### config.mk
export PLATFORM = sky130hd
export DESIGN_NAME = cd_7seg_scan_ctrl
export DESIGN_NICKNAME = d
export VERILOG_FILES = /design/src/rtl/cd_7seg_scan_ctrl.sv
export SDC_FILE = /design/constraint.sdc
export NUM_CORES = 1
export LEC_CHECK = 0
export ABC_AREA = 1
export ABC_CLOCK_PERIOD_IN_PS = 2600
export BUFFER_PORTS_ARGS = -buffer_cell sky130_fd_sc_hd__buf_4
export CAP_MARGIN = 0
export CORE_AREA = 2 2 103 105
export CTS_BUF_LIST = sky130_fd_sc_hd__clkbuf_16
export CTS_CLUSTER_SIZE = 25
export DETAILED_ROUTE_END_ITERATION = 6
export DIE_AREA = 0 0 105 107
export PLACE_DENSITY = 0.61
export SYNTH_ARGS = -nofsm -noshare
export SYNTH_HDL_FRONTEND = slang
export SYNTH_SLANG_ARGS = --single-unit
### constraint.sdc
create_clock -name clk -period 2.6 [get_ports clk]
set_input_delay 0.26 -clock clk [delete_from_list [all_inputs] [get_ports clk]]
set_output_delay 0.26 -clock clk [all_outputs]
set_load 0.005 [all_outputs]
### src/rtl/cd_7seg_scan_ctrl.sv
// Time-multiplexed scan controller for a common-anode multi-digit 7-segment
// display. Drives one shared BCD decoder and one active-low anode at a time,
// with a double-buffered digit image swapped only at frame boundaries.
module cd_7seg_scan_ctrl #(
  parameter int unsigned NUM_DIGITS   = 4,
  parameter int unsigned DIGIT_CYCLES = 100000,
  parameter int unsigned BLANK_CYCLES = 1000,
  parameter int unsigned IDX_W        = 2
) (
  input  logic                    clk,
  input  logic                    rst_n,
  input  logic                    en,
  input  logic                    load,
  input  logic [4*NUM_DIGITS-1:0] digits,
  input  logic                    lzb,
  output logic [3:0]              bcd,
  output logic [NUM_DIGITS-1:0]   an_n,
  output logic [IDX_W-1:0]        digit_idx,
  output logic                    frame_tick,
  output logic                    pending
);

  localparam int unsigned IMG_W      = 4 * NUM_DIGITS;
  localparam int unsigned MAX_CYC    = (DIGIT_CYCLES > BLANK_CYCLES) ? DIGIT_CYCLES : BLANK_CYCLES;
  localparam int unsigned CNT_W      = $clog2(MAX_CYC + 1);
  localparam int unsigned BLANK_LAST = BLANK_CYCLES - 1;
  localparam int unsigned DIGIT_LAST = DIGIT_CYCLES - 1;
  localparam int unsigned LAST_IDX   = NUM_DIGITS - 1;

  typedef enum logic [1:0] {
    ST_OFF   = 2'd0,
    ST_BLANK = 2'd1,
    ST_DRIVE = 2'd2
  } state_e;

  state_e                  state_q, state_d;
  logic [CNT_W-1:0]        cnt_q, cnt_d;
  logic [IDX_W-1:0]        idx_q, idx_d;
  logic [IMG_W-1:0]        shadow_q, shadow_d;
  logic [IMG_W-1:0]        active_q, active_d;
  logic                    pending_q, pending_d;
  logic                    tick_q, tick_d;
  logic [NUM_DIGITS-1:0]   an_n_q, an_n_d;
  logic [3:0]              bcd_q, bcd_d;
  logic                    boundary_c;
  logic                    zero_run_c;
  logic [NUM_DIGITS-1:0]   sup_c;

  // State, counters, image buffers and registered outputs
  always_ff @(posedge clk or negedge rst_n) begin
    if (!rst_n) begin
      state_q   <= ST_OFF;
      cnt_q     <= '0;
      idx_q     <= '0;
      shadow_q  <= '0;
      active_q  <= '0;
      pending_q <= 1'b0;
      tick_q    <= 1'b0;
      an_n_q    <= '1;
      bcd_q     <= 4'd0;
    end else begin
      state_q   <= state_d;
      cnt_q     <= cnt_d;
      idx_q     <= idx_d;
      shadow_q  <= shadow_d;
      active_q  <= active_d;
      pending_q <= pending_d;
      tick_q    <= tick_d;
      an_n_q    <= an_n_d;
      bcd_q     <= bcd_d;
    end
  end

  // Next-state sequencing, buffer swap and output decode from next state
  always_comb begin
    state_d    = state_q;
    cnt_d      = cnt_q;
    idx_d      = idx_q;
    shadow_d   = shadow_q;
    active_d   = active_q;
    pending_d  = pending_q;
    boundary_c = 1'b0;
    tick_d     = 1'b0;
    an_n_d     = '1;
    bcd_d      = 4'd0;
    zero_run_c = lzb;
    sup_c      = '0;

    case (state_q)
      ST_OFF: begin
        cnt_d = '0;
        idx_d = '0;
        if (en) state_d = ST_BLANK;
      end
      ST_BLANK: begin
        if (cnt_q == CNT_W'(BLANK_LAST)) begin
          state_d = ST_DRIVE;
          cnt_d   = '0;
        end else begin
          cnt_d = cnt_q + CNT_W'(1);
        end
      end
      ST_DRIVE: begin
        if (cnt_q == CNT_W'(DIGIT_LAST)) begin
          state_d = ST_BLANK;
          cnt_d   = '0;
          if (idx_q == IDX_W'(LAST_IDX)) begin
            idx_d      = '0;
            boundary_c = 1'b1;
          end else begin
            idx_d = idx_q + IDX_W'(1);
          end
        end else begin
          cnt_d = cnt_q + CNT_W'(1);
        end
      end
      default: state_d = ST_OFF;
    endcase

    // Scan disable wins over everything and suppresses the frame boundary
    if (!en) begin
      state_d    = ST_OFF;
      cnt_d      = '0;
      idx_d      = '0;
      boundary_c = 1'b0;
    end

    tick_d = boundary_c;

    // Image update: direct in OFF or at a boundary, otherwise via shadow
    if ((state_q == ST_OFF) && load) begin
      shadow_d  = digits;
      active_d  = digits;
      pending_d = 1'b0;
    end else if (boundary_c) begin
      if (load) begin
        shadow_d = digits;
        active_d = digits;
      end else if (pending_q) begin
        active_d = shadow_q;
      end
      pending_d = 1'b0;
    end else if (load) begin
      shadow_d  = digits;
      pending_d = 1'b1;
    end

    // Leading-zero suppression, scanning down from the most significant digit
    for (int i = int'(LAST_IDX); i >= 1; i--) begin
      zero_run_c = zero_run_c && (active_d[4*i +: 4] == 4'd0);
      sup_c[i]   = zero_run_c;
    end

    // Outputs track the next state so registered outputs match state_q
    if (state_d != ST_OFF) begin
      for (int i = 0; i < int'(NUM_DIGITS); i++) begin
        if (idx_d == IDX_W'(i)) begin
          bcd_d = active_d[4*i +: 4];
          if ((state_d == ST_DRIVE) && !sup_c[i]) an_n_d[i] = 1'b0;
        end
      end
    end
  end

  assign bcd        = bcd_q;
  assign an_n       = an_n_q;
  assign digit_idx  = idx_q;
  assign frame_tick = tick_q;
  assign pending    = pending_q;

endmodule

; After elaboration in Yosys (flattened, before gate mapping)
; Cells that the tools add are included.
[word_totals]
reg_bits = 63
in_bits = 21
out_inout_bits = 12
elab_cells = 78
[classes]
add_sub_neg = 2
n_eq_ne = 10
n_mux = 39
reduce_logical = 18
[ops]
columns = op, count
row1 = two-way mux 16 bit, 6
row2 = two-way mux 17 bit, 3
row3 = case mux 17 bit (3 select lines), 1
row4 = two-way mux 4 bit, 6
row5 = adder 17 x 1 -> 17 bit (second input constant), 1
row6 = == test 17 x 10 -> 1 bit (second input constant), 1
row7 = == test 17 bit (second input constant), 1
row8 = two-way mux 1 bit, 15
row9 = logical NOT 4 bit, 3
row10 = two-way mux 2 bit, 6
row11 = == test 2 bit (second input constant), 5
row12 = logical AND 1 bit, 7
row13 = case mux 2 bit (3 select lines), 1
row14 = == test 2 x 1 -> 1 bit (second input constant), 2
row15 = logical NOT 2 bit, 2
row16 = != test 4 x 1 -> 1 bit (second input constant), 1
row17 = case mux 2 bit (2 select lines), 1
row18 = nonzero test 2 bit, 2
row19 = logical NOT 1 bit, 3
row20 = nonzero test 3 bit, 1
row21 = adder 2 x 1 -> 2 bit (second input constant), 1

; Logic depth before layout (Yosys ltp)
[depth]
depth_word = 16
depth_mapped = 16
ltp_nobuf = 16

; Least setup slack after synthesis
; No wires, ideal clock.
[synth_path]
kind = register -> register
startpoint = register state_q[0]
endpoint = register an_n_q[1], in the netlist an_n[1]
setup_time_ns = 0.060
arrival_time_ns = 1.765
required_time_ns = 2.540
slack_ns = 0.775
stages_incl_launch_ff = 13
path_buffers = 0
path_cell_list = dfrtp_1 > inv_1 > ha_1 > inv_1 > nor2_2 > nand4_2 > nor2_1 > nor2_1 > nor2_1 > nand2_1 > nor2_1 > nand3_1 > nand2_1
[synth_between]
elab_chain_cells = 14
[synth_rtl]
columns = item, line_no
row1 = from (decl), 36  ; state_e state_q, state_d;
row2 = from (signal assigned), 62  ; state_q <= state_d;
row3 = == test 2 bit, 89  ; case (state_q)
row4 = two-way mux 1 bit, 89
row5 = two-way mux 1 bit, 121  ; if (!en) begin
row6 = two-way mux 16 bit, 135  ; end else if (boundary_c) begin
row7 = two-way mux 16 bit, 131  ; if ((state_q == ST_OFF) && load) begin
row8 = logical NOT 4 bit, 150  ; zero_run_c = zero_run_c && (active_d[4*i +: 4] == 4'd0);
row9 = logical AND 1 bit (3 in series), 150
row10 = logical NOT 1 bit, 159  ; if ((state_d == ST_DRIVE) && !sup_c[i]) an_n_d[i] = 1'b0;
row11 = logical AND 1 bit, 159
row12 = two-way mux 1 bit, 159
row13 = two-way mux 1 bit, 157  ; if (idx_d == IDX_W'(i)) begin
row14 = two-way mux 4 bit *, 155  ; if (state_d != ST_OFF) begin
row15 = net an_n_d[1], 43  ; logic [NUM_DIGITS-1:0] an_n_q, an_n_d;
row16 = to (signal assigned), 69  ; an_n_q <= an_n_d;
row17 = to (decl), 43
; Mark *: on every way through the listed nets, which the timed path passes. The rest lies on a longest branch.
; A chain may end at the register's enable or synchronous reset.

; Worst setup path in the final report
[layout_path]
startpoint = register state_q[0]
endpoint = register bcd_q[3], in the netlist bcd[3]
[layout_rtl]
columns = item, line_no
row1 = == test 2 bit, 89
row2 = two-way mux 1 bit, 89
row3 = two-way mux 1 bit, 121
row4 = two-way mux 16 bit, 135
row5 = two-way mux 16 bit *, 131
row6 = net active_d[15], 40  ; logic [IMG_W-1:0] active_q, active_d;
row7 = two-way mux 4 bit *, 157
row8 = two-way mux 4 bit *, 155
row9 = net bcd_d[3], 44  ; logic [3:0] bcd_q, bcd_d;
row10 = to (signal assigned), 60  ; bcd_q <= 4'd0;
row11 = to (signal assigned), 70  ; bcd_q <= bcd_d;
row12 = to (decl), 44
; Marks and branches as above.

==> flow_metrics.env <==
export IMPL_status="finished clean"
export IMPL_cpMostUsedCell="inv_1"
export IMPL_tns_ns=0
export IMPL_grt_pass1_vias=3030
export IMPL_antenna_found_initial=0
export IMPL_drt_initial_drc_count=204
export IMPL_hold_viol=0
export IMPL_antenna_cells=0
export IMPL_hold_class="primary input to async pin"
export IMPL_finalPower_w=0.00276
export IMPL_row_count=37
export IMPL_syn_area_per_cell_sq_um=7.65
export IMPL_multi_input_area_sq_um=1610
export IMPL_synth_top_area_share_pct=42.2
export IMPL_rsz0062_at_grt="false"
export IMPL_die_y_microns=107
export IMPL_die_w_microns=105
export IMPL_internal_power_w=0.00209
export IMPL_fmax_mhz=434
export IMPL_grtUsageTotal_pct=17.0
export IMPL_yosys_warnings=0
export IMPL_cts_hold_fix_buffers=0
export IMPL_overflow=0
export IMPL_finalSetupViolations=0
export IMPL_p_seq_share_pct=39.5
export IMPL_ys_seq_area_share_pct=45.3
export IMPL_ys_flop_type="dfrtp_1"
export IMPL_postCtsSetupBuffers=0
export IMPL_yosys_area_top_type="dfrtp_1"
export IMPL_power_frac_clock_pct=49.9
export IMPL_grt_pass1_wl_mm=15.1
export IMPL_area_growth_pct=20.4
export IMPL_synth_edf_count=0
export IMPL_netlist_area_sq_um=3490
export IMPL_path_max_fanout=12
export IMPL_mappedNetlistNets=484
export IMPL_synth_seq_cells=63
export IMPL_cts_buffer_depth=2
export IMPL_period_needed_ns=2.30
export IMPL_drive_gt1_share_pct=19.5
export IMPL_cp_start_kind="flop"
export IMPL_synth_area_leaders="dfrtp_1 (42%), nand2_1 (14%), inv_1 (5.6%), nor2_1 (3.9%), nand3_1 (3.7%)"
export IMPL_path_cells="inv_1, ha_1, inv_1, nor2_2, buf_4, nand3_2, nand2_1, nand3_1, nand2_1, inv_1, o21ai_0, nor2_1"
export IMPL_crit_buf_inv=4
export IMPL_firstDrtPassIters=5
export IMPL_cts_resized=0
export IMPL_p_sw_w=0.000673
export IMPL_post_route_util_pct=41.7
export IMPL_cts_buffers=9
export IMPL_criticalPathCategory="flop to flop"
export IMPL_powerDensity_nw_per_um2=657
export IMPL_synthCells=457
export IMPL_slowest_delay_ns=0.41
export IMPL_dp_hpwl_mm=6.38
export IMPL_critPathCaptureType="flop"
export IMPL_vdd_drop_max_v=0.000292
export IMPL_ys_top_cells_by_count="nand2_1 (134), dfrtp_1 (59), inv_1 (52)"
export IMPL_worst_path_dominant_cell_family="simple AND/OR/NAND/NOR gates"
export IMPL_htreeDepth=3
export IMPL_boundaryPins=33
export IMPL_path_clk_slew_ns=0.06
export IMPL_io_buffers=32
export IMPL_yosysMostFrequentCell="nand2_1"
export IMPL_clkLatencyLatePin_ns=0.33
export IMPL_start_util_pct=34.6
export IMPL_cts_sinks=63
export IMPL_seqCellArea_sq_um=1580
export IMPL_via_count=3073
export IMPL_netSwitchingFraction_pct=24.4
export IMPL_finalCritPeriodShare_pct=88.5
export IMPL_report_final_slew_viol_count=0
export IMPL_dieArea_sq_um=11200
export IMPL_cts_tree="yes"
export IMPL_worstMarginPinSlew_ns=0.816
export IMPL_power_frac_comb_pct=10.6
export IMPL_required_ns=2.80
export IMPL_viasPerCell=4.85
export IMPL_nNetsFinal=520
export IMPL_netlist_cell_type_count=37
export IMPL_clockRootBuffer="clkbuf_16"
export IMPL_synth_async_sr_flop_share_pct=100
export IMPL_gp_congestion=0.868
export IMPL_power_leakage_nw=2.06
export IMPL_wl_per_cell_microns=14.1
export IMPL_core_area_sq_um=10100
export IMPL_max_slew_margin_pct=45.6
export IMPL_crit_arrival_ns=2.50
export IMPL_n_fill_cell=1058
export IMPL_ant_nets=0
export IMPL_cp_slowest_cell="dfrtp_1"
export IMPL_route_detailed_drc=0
export IMPL_routed_wl_mm=8.94
export IMPL_maxCapViolCount=0
export IMPL_skew_ns=0.00737
export IMPL_grt_start_max_net_pins=64
[per-stage QoR]
| stage | instance area [sq um] | std cells | worst slack [ns] | hold slack (ns) |
|---|---|---|---|---|
| final | 4210 | 634 | 0.298 | 0.0222 |
| after global routing | 4210 | 634 | 0.0739 | 0.0852 |
| after CTS | 4210 | 634 | 0.339 | 0.0735 |
| after detailed placement | 3870 | 618 | 0.375 | 0.421 |
| after global placement | 3870 | 618 | 0.418 | 0.406 |
| after floorplan | 3490 | 457 | 0.775 | -0.0356 |
[cell type report]
cell class                 instances  share of cell area (%)
timing repair buffer              35                    6.25
clock buffer                       9                    5.35
tap                              136                    4.05
clock inverter                     7                    2.65
inverter                          65                    5.80
sequential                        63                    37.6
multi-input combinational        319                    38.3
[sequential cells by signal (all words and copies together), names as in the netlist]
name / cells
digit_idx: 2
bcd: 4
an_n: 4
pending: 1
frame_tick: 1
state_q: 2
cnt_q: 17
shadow_q: 16
active_q: 16
[final timing paths]
path	endpoint	slack [ns]	depth (start not counted)	from
max	bcd[3]	0.30	12	state_q[0]
min	cnt_q[14]	0.02	1	rst_n
max reg2reg	bcd[3]	0.30	12	state_q[0]
min reg2reg	shadow_q[14]	0.47	2	shadow_q[14]
max in group asynchronous	bcd[3]	2.03	1	rst_n
min in group clk	shadow_q[2]	0.17	3	digits[2]
[power groups by stage]
stage	clock [W]	sequential, W	combinational, W
after global routing	0.00145	0.00110	0.000338
after global placement	0	0.00111	0.000289
after CTS	0.00140	0.00109	0.000297
after detailed placement	0	0.00111	0.000294
final	0.00138	0.00109	0.000294
after floorplan	0	0.00110	0.000184
[per-layer routing]
metal / track usage (%) / share of wire, %
met5: 0 / 0
met4: 3.90 / 0.66
met3: 4.26 / 4.4
met2: 27.3 / 48
met1: 23.1 / 47
[placed cells by master, fill, tap and decap left out, drive strengths merged, types with 3 or more instances in the layout]
master	synthesis	final
dfstp	4	4
a21oi	13	13
nand3	31	31
o22ai	7	7
nor2	44	44
nand4	13	13
clkinv	3	6
ha	6	6
xor2	9	9
nor3	8	8
dfrtp	59	59
bufinv	0	3
or2	7	7
o21ai	30	30
clkbuf	1	9
nand2	141	141
inv	62	62
buf	9	35
[kinds of logic (layout without fill, tap and decap cells)]
kind of cell    count (synthesis)  count (layout)  share of synthesized area, %
buf+inv                        75             116                          8.63
flops                          63              63                          45.3
compound gates                 57              57                          9.13
fa+ha+maj                       6               6                          2.15
simple gates                  247             247                          32.6
xor+xnor                        9               9                          2.26
No activity file was read; power rests on OpenSTA's default activity.
